File: config.mk
export PLATFORM = sky130hd
export DESIGN_NAME = mic_fire_detector
export DESIGN_NICKNAME = d
export VERILOG_FILES = /design/src/rtl/mic_fire_pkg.sv /design/src/rtl/envelope_follower.sv /design/src/rtl/mic_fire_detector.sv
export SDC_FILE = /design/constraint.sdc
export NUM_CORES = 1
export LEC_CHECK = 0
export CORE_MARGIN = 1
export CORE_UTILIZATION = 63
export CTS_CLUSTER_DIAMETER = 100
export CTS_CLUSTER_SIZE = 30
export DETAILED_ROUTE_END_ITERATION = 12
export PLACE_DENSITY = 0.95
export SLEW_MARGIN = 20
export SYNTH_ARGS = -nofsm -noshare
export SYNTH_HDL_FRONTEND = slang
export SYNTH_SLANG_ARGS = --single-unit
File: constraint.sdc
create_clock -name CLOCK_50 -period 9 [get_ports CLOCK_50]
set_input_delay 1.35 -clock CLOCK_50 [delete_from_list [all_inputs] [get_ports CLOCK_50]]
set_output_delay 1.35 -clock CLOCK_50 [all_outputs]
set_load 0.02 [all_outputs]
File: src/rtl/mic_fire_pkg.sv
// Shared types and constants for the mic-to-fire detector.
// State encodings double as the state_dbg output value.
package mic_fire_pkg;

    typedef enum logic [1:0] {
        IDLE    = 2'd0,
        ARMED   = 2'd1,
        FIRING  = 2'd2,
        HOLDOFF = 2'd3
    } state_e;

    localparam int SAMPLE_MSB = 31;
    localparam int SAMPLE_LSB = 16;
    localparam int ENV_W      = 16;

endpackage

File: src/rtl/envelope_follower.sv
// Rectify, saturate and leaky-integrate the upper half of each mic sample.
// One sample per clock in, env/env_valid two clocks later.
module envelope_follower
    import mic_fire_pkg::*;
#(
    parameter int DECAY_SHIFT = 4
) (
    input  logic             clk_i,
    input  logic             rst_ni,
    input  logic             valid_i,
    input  logic [15:0]      sample_i,
    output logic [ENV_W-1:0] env_o,
    output logic             env_valid_o
);

    logic signed [15:0] s;
    logic [14:0]        abs_d, abs_q;
    logic               abs_vld_q;
    logic signed [17:0] cur, diff, sum;
    logic [ENV_W-1:0]   env_d, env_q;
    logic               env_vld_q;

    assign s = sample_i;

    // -32768 has no positive twin in 16 bits, so pin it to full scale
    always_comb begin
        abs_d = s[14:0];
        if (sample_i == 16'h8000) begin
            abs_d = 15'h7FFF;
        end else if (s[15]) begin
            abs_d = 15'(-s);
        end
    end

    assign cur  = $signed({2'b00, env_q});
    assign diff = $signed({3'b000, abs_q}) - cur;
    assign sum  = cur + (diff >>> DECAY_SHIFT);

    always_comb begin
        env_d = sum[15:0];
        if (sum[17]) begin
            env_d = '0;
        end else if (sum[16]) begin
            env_d = '1;
        end
    end

    always_ff @(posedge clk_i or negedge rst_ni) begin
        if (!rst_ni) begin
            abs_q     <= '0;
            abs_vld_q <= 1'b0;
            env_q     <= '0;
            env_vld_q <= 1'b0;
        end else begin
            abs_vld_q <= valid_i;
            env_vld_q <= abs_vld_q;
            if (valid_i) begin
                abs_q <= abs_d;
            end
            if (abs_vld_q) begin
                env_q <= env_d;
            end
        end
    end

    assign env_o       = env_q;
    assign env_valid_o = env_vld_q;

endmodule

File: src/rtl/mic_fire_detector.sv
// Turns left-channel mic loudness into the game fire level and a start pulse.
// Envelope threshold with qualify count, hysteresis and refire holdoff.
module mic_fire_detector
    import mic_fire_pkg::*;
#(
    parameter int          DECAY_SHIFT    = 4,
    parameter logic [15:0] ON_THRESH      = 16'h2000,
    parameter logic [15:0] OFF_THRESH     = 16'h1000,
    parameter int          MIN_SAMPLES    = 4,
    parameter int          HOLDOFF_CYCLES = 5_000_000
) (
    input  logic        CLOCK_50,
    input  logic        resetn,
    input  logic        enable,
    input  logic        audio_in_available,
    input  logic [31:0] left_channel_audio_in,
    output logic        read_audio_in,
    output logic        fire,
    output logic        fire_pulse,
    output logic [7:0]  level,
    output logic [1:0]  state_dbg
);

    localparam logic [3:0]  MIN_W     = 4'(MIN_SAMPLES);
    localparam logic [23:0] HOLD_LOAD = 24'(HOLDOFF_CYCLES - 1);

    logic [15:0]      smp_q;
    logic             smp_vld_q;
    logic [ENV_W-1:0] env;
    logic             env_vld;
    logic             loud, quiet;

    state_e      state_q, state_d;
    logic [3:0]  cnt_q, cnt_d;
    logic [23:0] hold_q, hold_d;
    logic        fire_q, pulse_q;

    assign read_audio_in = audio_in_available & enable & resetn;

    always_ff @(posedge CLOCK_50 or negedge resetn) begin
        if (!resetn) begin
            smp_q     <= '0;
            smp_vld_q <= 1'b0;
        end else begin
            smp_vld_q <= read_audio_in;
            if (read_audio_in) begin
                smp_q <= left_channel_audio_in[SAMPLE_MSB:SAMPLE_LSB];
            end
        end
    end

    envelope_follower #(
        .DECAY_SHIFT(DECAY_SHIFT)
    ) u_env (
        .clk_i      (CLOCK_50),
        .rst_ni     (resetn),
        .valid_i    (smp_vld_q),
        .sample_i   (smp_q),
        .env_o      (env),
        .env_valid_o(env_vld)
    );

    assign loud  = env >= ON_THRESH;
    assign quiet = env < OFF_THRESH;

    always_comb begin
        state_d = state_q;
        cnt_d   = cnt_q;
        hold_d  = hold_q;
        unique case (state_q)
            IDLE: begin
                if (env_vld && loud) begin
                    cnt_d   = 4'd1;
                    state_d = (MIN_W == 4'd1) ? FIRING : ARMED;
                end
            end
            ARMED: begin
                if (env_vld) begin
                    if (loud) begin
                        cnt_d = cnt_q + 4'd1;
                        if (cnt_d == MIN_W) begin
                            state_d = FIRING;
                        end
                    end else begin
                        cnt_d   = '0;
                        state_d = IDLE;
                    end
                end
            end
            FIRING: begin
                cnt_d = '0;
                if (env_vld && quiet) begin
                    hold_d  = HOLD_LOAD;
                    state_d = HOLDOFF;
                end
            end
            HOLDOFF: begin
                // lockout runs on the clock, not on samples
                cnt_d = '0;
                if (hold_q == '0) begin
                    state_d = IDLE;
                end else begin
                    hold_d = hold_q - 24'd1;
                end
            end
            default: state_d = IDLE;
        endcase
    end

    always_ff @(posedge CLOCK_50 or negedge resetn) begin
        if (!resetn) begin
            state_q <= IDLE;
            cnt_q   <= '0;
            hold_q  <= '0;
            fire_q  <= 1'b0;
            pulse_q <= 1'b0;
        end else begin
            state_q <= state_d;
            cnt_q   <= cnt_d;
            hold_q  <= hold_d;
            fire_q  <= state_d == FIRING;
            pulse_q <= (state_d == FIRING) && (state_q != FIRING);
        end
    end

    assign fire       = fire_q;
    assign fire_pulse = pulse_q;
    assign level      = env[15:8];
    assign state_dbg  = state_q;

endmodule

==> metrics.yaml, run 1 <==
cts:
  cts_htree_levels: 3
  root_buffer: "clkbuf_8"
  insertion_delay_ns: 0.36
  holdBufCountCts: 0
  cts_setup_buffers: 0
  cts.clk_slew.worst_paths_ns: 0.09
  numCtsBuffers: 9
  ctsResizeCount: 0
  cts_tree: "done"
  clock-sinks: 82
  cts_max_path_buffers: 2
sta:
  worstMarginPinSlew_ns: 1.005
  fmax_mhz: 200.5
  rsz0062_at_grt: "false"
  clock_skew_ns: 0.01231
  hold-worst-slack_ns: 0.4760
  slew_viol_final: 0
  post-route-period-util_pct: 55.41
  finalHoldViolations: 0
  setup_viol: 0
  fin_crit_ns: 4.987
  final.setup.tns_ns: 0
  relSlewSlack_pct: 32.99
final_layout:
  finish.net_count: 657
  nFillCells: 491
  area_growth_pct: 10.91
  fin_area_um2: 5814
  layout-drive-gt1-share_pct: 7.483
  n_antenna_cell: 0
synthesis:
  synth_area_per_cell_um2: 9.295
  yosysSeqAreaShare_pct: 39.14
  async_reset_ff_share_pct: 100.0
  synthMuxAreaShare_pct: 4.200
  synth_top_family_by_area: "simple AND/OR/NAND/NOR gates"
  yosys.area_share.adder_pct: 8.974
  syn_area_um2: 5243
  synth_compound_area_share_pct: 15.63
  syn_nets: 637
  ys_warn_count: 0
  netlist-cell-type-count: 61
  syn_inst: 564
  ys_ff_latch: 82
  synth-edff-count: 0
  ys.flop_type: "dfrtp_1"
  synth_xor_area_share_pct: 9.356
  synth-simple-area-share_pct: 17.92
status:
  status: "finished, final reports clean"
detailed_routing:
  vias_per_cell: 6.225
  detail_route.drc_violations: 0
  routed-via-count: 4295
  dr.pass1.iters: 5
  drtAntennaViolNets: 0
  drt-initial-drc-count: 295
  totalWireLength_um: 11390
  wl_per_cell_um: 16.50
worst_setup_path:
  critPathMaxFanout: 14
  end_kind: "flip-flop"
  r2r_cells: 16
  crit-reg2reg-launch: "u_env.env_o[2]$_DFFE_PN0P_"
  cp.required_ns: 9.26
  max_stage_delay_ns: 0.82
  worstSetupStartpointType: "flip-flop"
  worstPathCellList: "inv_1 -> ha_1 -> a21o_1 -> a31oi_1 -> nor3_1 -> or2_2 -> o2111a_1 -> o21ai_0 -> ha_1 -> nor2b_1 -> o211ai_1 -> a21oi_1 -> a211o_1 -> a311oi_2 -> nor3_1 -> o22ai_1"
  arrival_ns: 5.25
  crit_type: "reg -> reg"
  cp_top_family: "compound AO/OA/AOI/OAI gates"
  r2r_setup_slack_ns: 4.01
  regToRegEndpoint: "u_env.env_o[10]$_DFFE_PN0P_"
  worst-path-buf-inv: 1
  slowest_stage: "a311oi_2"
placement:
  place_area_um2: 5569
  hpwl_um: 8016
  gp_congestion: 0.9065
  placement.io_buffers: 32
pwr:
  p_per_area_nw_per_um2: 402.8
  p_leak_nw: 2.673
  ir_drop_uv: 179.6
floorplan:
  num_rows: 32
  die_h_um: 93.22
  die_area_um2: 8690
  core_area_um2: 7888
  io-pin-count: 49
  initial_core_util_pct: 66.47
  die_width_um: 93.22
worst_hold_path:
  hp-class: "reg -> reg"
  whs_endpoint: "hold_q[12]$_DFFE_PN0P_"
  min_from: "hold_q[12]$_DFFE_PN0P_"
  hold_depth: 1
global_route:
  first_global_vias: 4206
  grt_max_degree: 84
  grt_pass1_wl_um: 19160
  gr-total-overflow: 0
  antenna_found_initial: 0
  grt_use_total_pct: 28.02
run:
  maxCapViolCount: 0
-- flip-flops by register name (all words and copies together), names as in the netlist --
register / count
u_env.abs_q: 15
u_env.abs_vld_q: 1
u_env.env_o: 16
state_dbg: 2
fire_pulse: 1
hold_q: 24
fire: 1
u_env.env_valid_o: 1
cnt_q: 4
smp_vld_q: 1
smp_q: 16
-- final cells by class --
| class | count | area (um2) | area share (%) |
|---|---|---|---|
| inverters | 33 | 123.9 | 2.130 |
| clock inverters | 4 | 76.32 | 1.313 |
| repair buffers | 34 | 352.8 | 6.068 |
| flip-flops and latches | 82 | 2052 | 35.29 |
| multi-input cells | 424 | 2940 | 50.57 |
| well taps | 102 | 127.6 | 2.195 |
| clock buffers | 11 | 141.4 | 2.432 |
-- power by group --
group | internal, W | total, W | switching [W]
combinational | 0.000654 | 0.00153 | 0.000873
sequential | 0.000440 | 0.000520 | 0.0000797
clock | 0.000163 | 0.000295 | 0.000132
total | 0.00126 | 0.00234 | 0.00109
-- Yosys cell counts (2+ instances only) --
cell type   n  share of area, %
nand3_1    11               1.1
o21ai_1     3              0.29
a21oi_1    32               3.1
mux2_2     16               3.4
nor2_1     52               3.7
nand2_1    35               2.5
nor4_1      7              0.84
o31ai_1     5              0.72
a31oi_1     5              0.60
ha_1       36               8.6
a21o_1      5              0.72
o21ai_0    25               2.4
inv_1      32               2.3
buf_2       2              0.19
nand4_1     4              0.48
xnor2_1    30               5.0
nor3b_1     2              0.29
nor2b_1     6              0.72
a211oi_1    2              0.29
mux2i_1     4              0.76
dfrtp_1    82                39
nand3b_1    3              0.43
nand2b_1    5              0.60
nand4b_1    2              0.33
or4_1       3              0.43
o21bai_1    4              0.57
o31a_1      2              0.33
o211a_1     3              0.57
nor3_1     28               2.7
clkbuf_1   15               1.1
a32oi_1     2              0.33
xor2_1     26               4.3
or3_1       8              0.95
o21a_1      6              0.86
or2_2       2              0.24
and3_1      4              0.48
and2_1      2              0.24
o22ai_1    16               1.9
o211ai_1    8               1.1
buf_4       8               1.1
-- stage by stage --
step / cells / util (%) / worst slack [ns] / power (W)
floorplan: 564 / - / 4.918 / 0.001682
global placement: 674 / 70.61 / 3.868 / 0.001898
detailed placement: 674 / 70.61 / 3.806 / 0.001987
CTS: 689 / 73.37 / 3.793 / 0.002298
global route: 690 / 73.72 / 3.828 / 0.002498
finish: 690 / 73.72 / 4.013 / 0.002342
-- cell families (layout without fill, tap and decap cells) --
| family | count (synthesis) | after routing |
|---|---|---|
| flip-flops | 82 | 82 |
| XOR/XNOR | 56 | 56 |
| multiplexers | 20 | 20 |
| AO/OA/AOI/OAI | 128 | 128 |
| buffers and inverters | 58 | 82 |
| adder cells (fa/ha/maj) | 37 | 37 |
| AND/OR/NAND/NOR | 183 | 183 |
-- placed cells by master, fill, tap and decap left out, types with 3 or more instances in the layout --
cell,synthesis,layout
a21o_1,5,5
a21oi_1,32,32
a31oi_1,5,5
and3_1,4,4
clkbuf_8,0,10
clkdlybuf4s50_1,0,31
dfrtp_1,82,82
ha_1,36,36
inv_1,32,32
mux2_2,16,16
mux2i_1,4,4
nand2_1,35,35
nand2b_1,5,5
nand3_1,11,11
nand3b_1,3,3
nand4_1,4,4
nor2_1,52,52
nor2b_1,6,6
nor3_1,28,28
nor4_1,7,7
o211a_1,3,3
o211ai_1,8,8
o21a_1,6,6
o21ai_0,25,25
o21ai_1,3,3
o21bai_1,4,4
o22ai_1,16,16
o31ai_1,5,5
or3_1,8,8
or4_1,3,3
xnor2_1,30,30
xor2_1,26,26
-- per-layer routing --
metal	GRT usage [%]	wire (um)	up-vias
met4	14.23	307	0
met2	46.14	5439	188
li1	-	-	2051
met3	3.984	616	32
met5	0	0	-
met1	36.14	5025	2024
-- how the worst max path moves through the flow --
stage,start,to,slack (ns),cells after the start
global route,u_env.env_o[4]$_DFFE_PN0P_,u_env.env_o[10]$_DFFE_PN0P_,3.83,16
detailed placement,resetn,read_audio_in,3.81,4
CTS,resetn,read_audio_in,3.79,4
global placement,resetn,read_audio_in,3.87,4
floorplan,u_env.env_o[2]$_DFFE_PN0P_,u_env.env_o[0]$_DFFE_PN0P_,4.92,20
finish,u_env.env_o[2]$_DFFE_PN0P_,u_env.env_o[10]$_DFFE_PN0P_,4.01,16
No activity file was read; power rests on OpenSTA's default activity.
==> run 2: changes to the inputs <==
--- a/config.mk
+++ b/config.mk
@@ -6,11 +6,11 @@
 export NUM_CORES = 1
 export LEC_CHECK = 0
 export CORE_MARGIN = 1
-export CORE_UTILIZATION = 63
+export CORE_UTILIZATION = 58
 export CTS_CLUSTER_DIAMETER = 100
 export CTS_CLUSTER_SIZE = 30
 export DETAILED_ROUTE_END_ITERATION = 12
-export PLACE_DENSITY = 0.95
+export PLACE_DENSITY = 0.9
 export SLEW_MARGIN = 20
 export SYNTH_ARGS = -nofsm -noshare
 export SYNTH_HDL_FRONTEND = slang
==> constraint.sdc (replaced) <==
create_clock -name CLOCK_50 -period 4.6 [get_ports CLOCK_50]
set_input_delay 0.69 -clock CLOCK_50 [delete_from_list [all_inputs] [get_ports CLOCK_50]]
set_output_delay 0.69 -clock CLOCK_50 [all_outputs]
set_load 0.02 [all_outputs]
==> run 2 against run 1 <==
Net effect: clock power is 75% higher; fmax is 12% higher; worst hold slack worse by 0.29 ns; flip-flop and latch count stayed put; die area is 8.4% higher; first-iteration DRC count is 24% lower; critical path depth is 4 higher; routed wire length is 2.0% lower; via count is 1.2% lower; critical path type unchanged; final area is 1.1% higher.
==> metrics.yaml, run 2 (same netlist as run 1, synthesis figures left out) <==
worst_setup_path:
  worstPathCellList: "inv_1 -> ha_1 -> a21o_1 -> a21oi_1 -> o21ai_0 -> a21oi_1 -> o21bai_1 -> a21oi_2 -> o21bai_1 -> xor2_1 -> ha_1 -> a21o_1 -> a21o_1 -> o31a_1 -> o211ai_1 -> a31oi_2 -> a311o_1 -> nand3_2 -> buf_12 -> o22ai_1"
  worstSetupStartpointType: "flip-flop"
  cp.required_ns: 4.81
  cp_common_cell: "a21o_1"
  crit_type: "reg -> reg"
  critPathMaxFanout: 12
  max_stage_delay_ns: 0.37
  crit-reg2reg-launch: "u_env.env_o[4]$_DFFE_PN0P_"
  slowest_stage: "ha_1"
  arrival_ns: 4.66
  worst-path-buf-inv: 2
  cp_top_family: "compound AO/OA/AOI/OAI gates"
  cp-startpoint: "u_env.env_o[4]$_DFFE_PN0P_"
  end_kind: "flip-flop"
global_route:
  grt_max_degree: 66
  antenna_found_initial: 0
  gr-total-overflow: 0
  grt_pass1_wl_um: 18690
  first_global_vias: 4128
  grt_use_total_pct: 23.89
pwr:
  p_clk_share_pct: 11.2
  swShare_pct: 46.29
  total_power_w: 0.004590
  seqPwrFrac_pct: 22.1
  p_leak_nw: 2.677
  p_switching_w: 0.002125
  power.internal_w: 0.002465
  p_per_area_nw_per_um2: 781.0
  p_comb_share_pct: 66.7
  ir_drop_uv: 291.8
cts:
  clock-sinks: 82
  numCtsBuffers: 9
  root_buffer: "clkbuf_8"
  cts_max_path_buffers: 2
  cts.clk_slew.worst_paths_ns: 0.09
  holdBufCountCts: 0
  insertion_delay_ns: 0.36
  cts_tree: "done"
  cts_htree_levels: 3
final_layout:
  layout-drive-gt1-share_pct: 9.580
  fin_area_um2: 5877
  final_cell_mix: "dfrtp_1 (82), nor2_1 (52), ha_1 (36), nand2_1 (35), inv_1 (32)"
  area_growth_pct: 12.10
  final_common_cell: "dfrtp_1"
  n_antenna_cell: 0
  finish.net_count: 663
  largest-register: "hold_q"
  largest_reg_flops: 24
detailed_routing:
  dr.pass1.iters: 4
  vias_per_cell: 6.037
  totalWireLength_um: 11160
  wl_per_cell_um: 15.87
  drt-initial-drc-count: 225
  routed-via-count: 4244
  drtAntennaViolNets: 0
  detail_route.drc_violations: 0
placement:
  hpwl_um: 8067
  place_area_um2: 5627
  placement.io_buffers: 32
  gp_congestion: 0.8418
worst_hold_path:
  hp-class: "in -> async"
sta:
  slew_viol_final: 0
  setup_viol: 0
  hold-worst-slack_ns: 0.1892
  post-route-period-util_pct: 96.69
  fin_crit_ns: 4.448
  relSlewSlack_pct: 48.36
  finalHoldViolations: 0
  final.setup.tns_ns: 0
  worstMarginPinSlew_ns: 0.7747
  fmax_mhz: 224.8
  clock_skew_ns: 0.01289
floorplan:
  die_width_um: 97.07
  die_h_um: 97.07
  initial_core_util_pct: 60.11
  core_area_um2: 8721
  num_rows: 34
  io-pin-count: 49
  die_area_um2: 9423
run:
  maxCapViolCount: 0
status:
  status: "finished, final reports clean"
## run 2: path summary, 6_finish.rpt
kind | slack [ns] | cells after the start | to
setup / recovery | 0.15 | 20 | u_env.env_o[10]$_DFFE_PN0P_
hold / removal | 0.19 | 1 | cnt_q[2]$_DFFE_PN0P_
setup reg to reg | 0.15 | 20 | u_env.env_o[10]$_DFFE_PN0P_
hold reg to reg | 0.47 | 1 | hold_q[12]$_DFFE_PN0P_
max in group asynchronous | 3.34 | 2 | smp_vld_q$_DFF_PN0_
min in group CLOCK_50 | 0.47 | 1 | hold_q[12]$_DFFE_PN0P_
## run 2: final cells by class
type	instances	area (um2)
Clock buffer	10	127.6
Clock inverter	6	66.31
Fill cell	596	2844
Inverter	33	123.9
Multi-Input combinational cell	424	2978
Sequential cell	82	2052
Tap cell	108	135.1
Timing Repair Buffer	40	394.1
## run 2: power by group through the flow
stage | registers [W] | clock network, W | logic, W
floorplan | 0.000971 | 0 | 0.00232
global placement | 0.00101 | 0 | 0.00276
detailed placement | 0.00102 | 0 | 0.00289
CTS | 0.00101 | 0.000522 | 0.00293
global route | 0.00103 | 0.000551 | 0.00335
finish | 0.00101 | 0.000516 | 0.00306
## run 2: timing repair
item | in CTS | in global routing
buffers inserted | 0 | 2
setup endpoints to repair | 0 | 16
gates resized for setup | 0 | 8
## run 2: worst reg2reg max path: stages, from the launching register on
cell      delay, ns
dfrtp_1        0.36
inv_1          0.07
ha_1           0.35
a21o_1         0.17
a21oi_1        0.16
o21ai_0        0.16
a21oi_1        0.20
o21bai_1       0.13
a21oi_2        0.21
o21bai_1       0.09
xor2_1         0.16
ha_1           0.37
a21o_1         0.22
a21o_1         0.17
o31a_1         0.25
o211ai_1       0.31
a31oi_2        0.19
a311o_1        0.32
nand3_2        0.16
buf_12         0.15
o22ai_1        0.08
## run 2: routing by layer
layer / wire, um / vias to the layer above / global-route usage [%]
met5: 0 / - / 0
met4: 213 / 0 / 8.266
met3: 410 / 16 / 3.813
met2: 5638 / 112 / 40.68
met1: 4893 / 2058 / 30.98
li1: - / 2058 / -
## run 2: per-stage QoR
step                utilization [%]  setup slack [ns]  instances
floorplan                         -            0.5176        564
global placement              64.52            0.2822        685
detailed placement            64.52            0.1290        685
CTS                           66.74           0.08459        701
global route                  67.39          -0.04123        703
finish                        67.39            0.1524        703
==> run 3: changes to the inputs <==
--- a/config.mk
+++ b/config.mk
@@ -5,6 +5,7 @@
 export SDC_FILE = /design/constraint.sdc
 export NUM_CORES = 1
 export LEC_CHECK = 0
+export ABC_CLOCK_PERIOD_IN_PS = 4600
 export CORE_MARGIN = 1
 export CORE_UTILIZATION = 58
 export CTS_CLUSTER_DIAMETER = 100
==> results of run 3 <==
The final DEF is identical to that of run 2; final timing and power are the same.
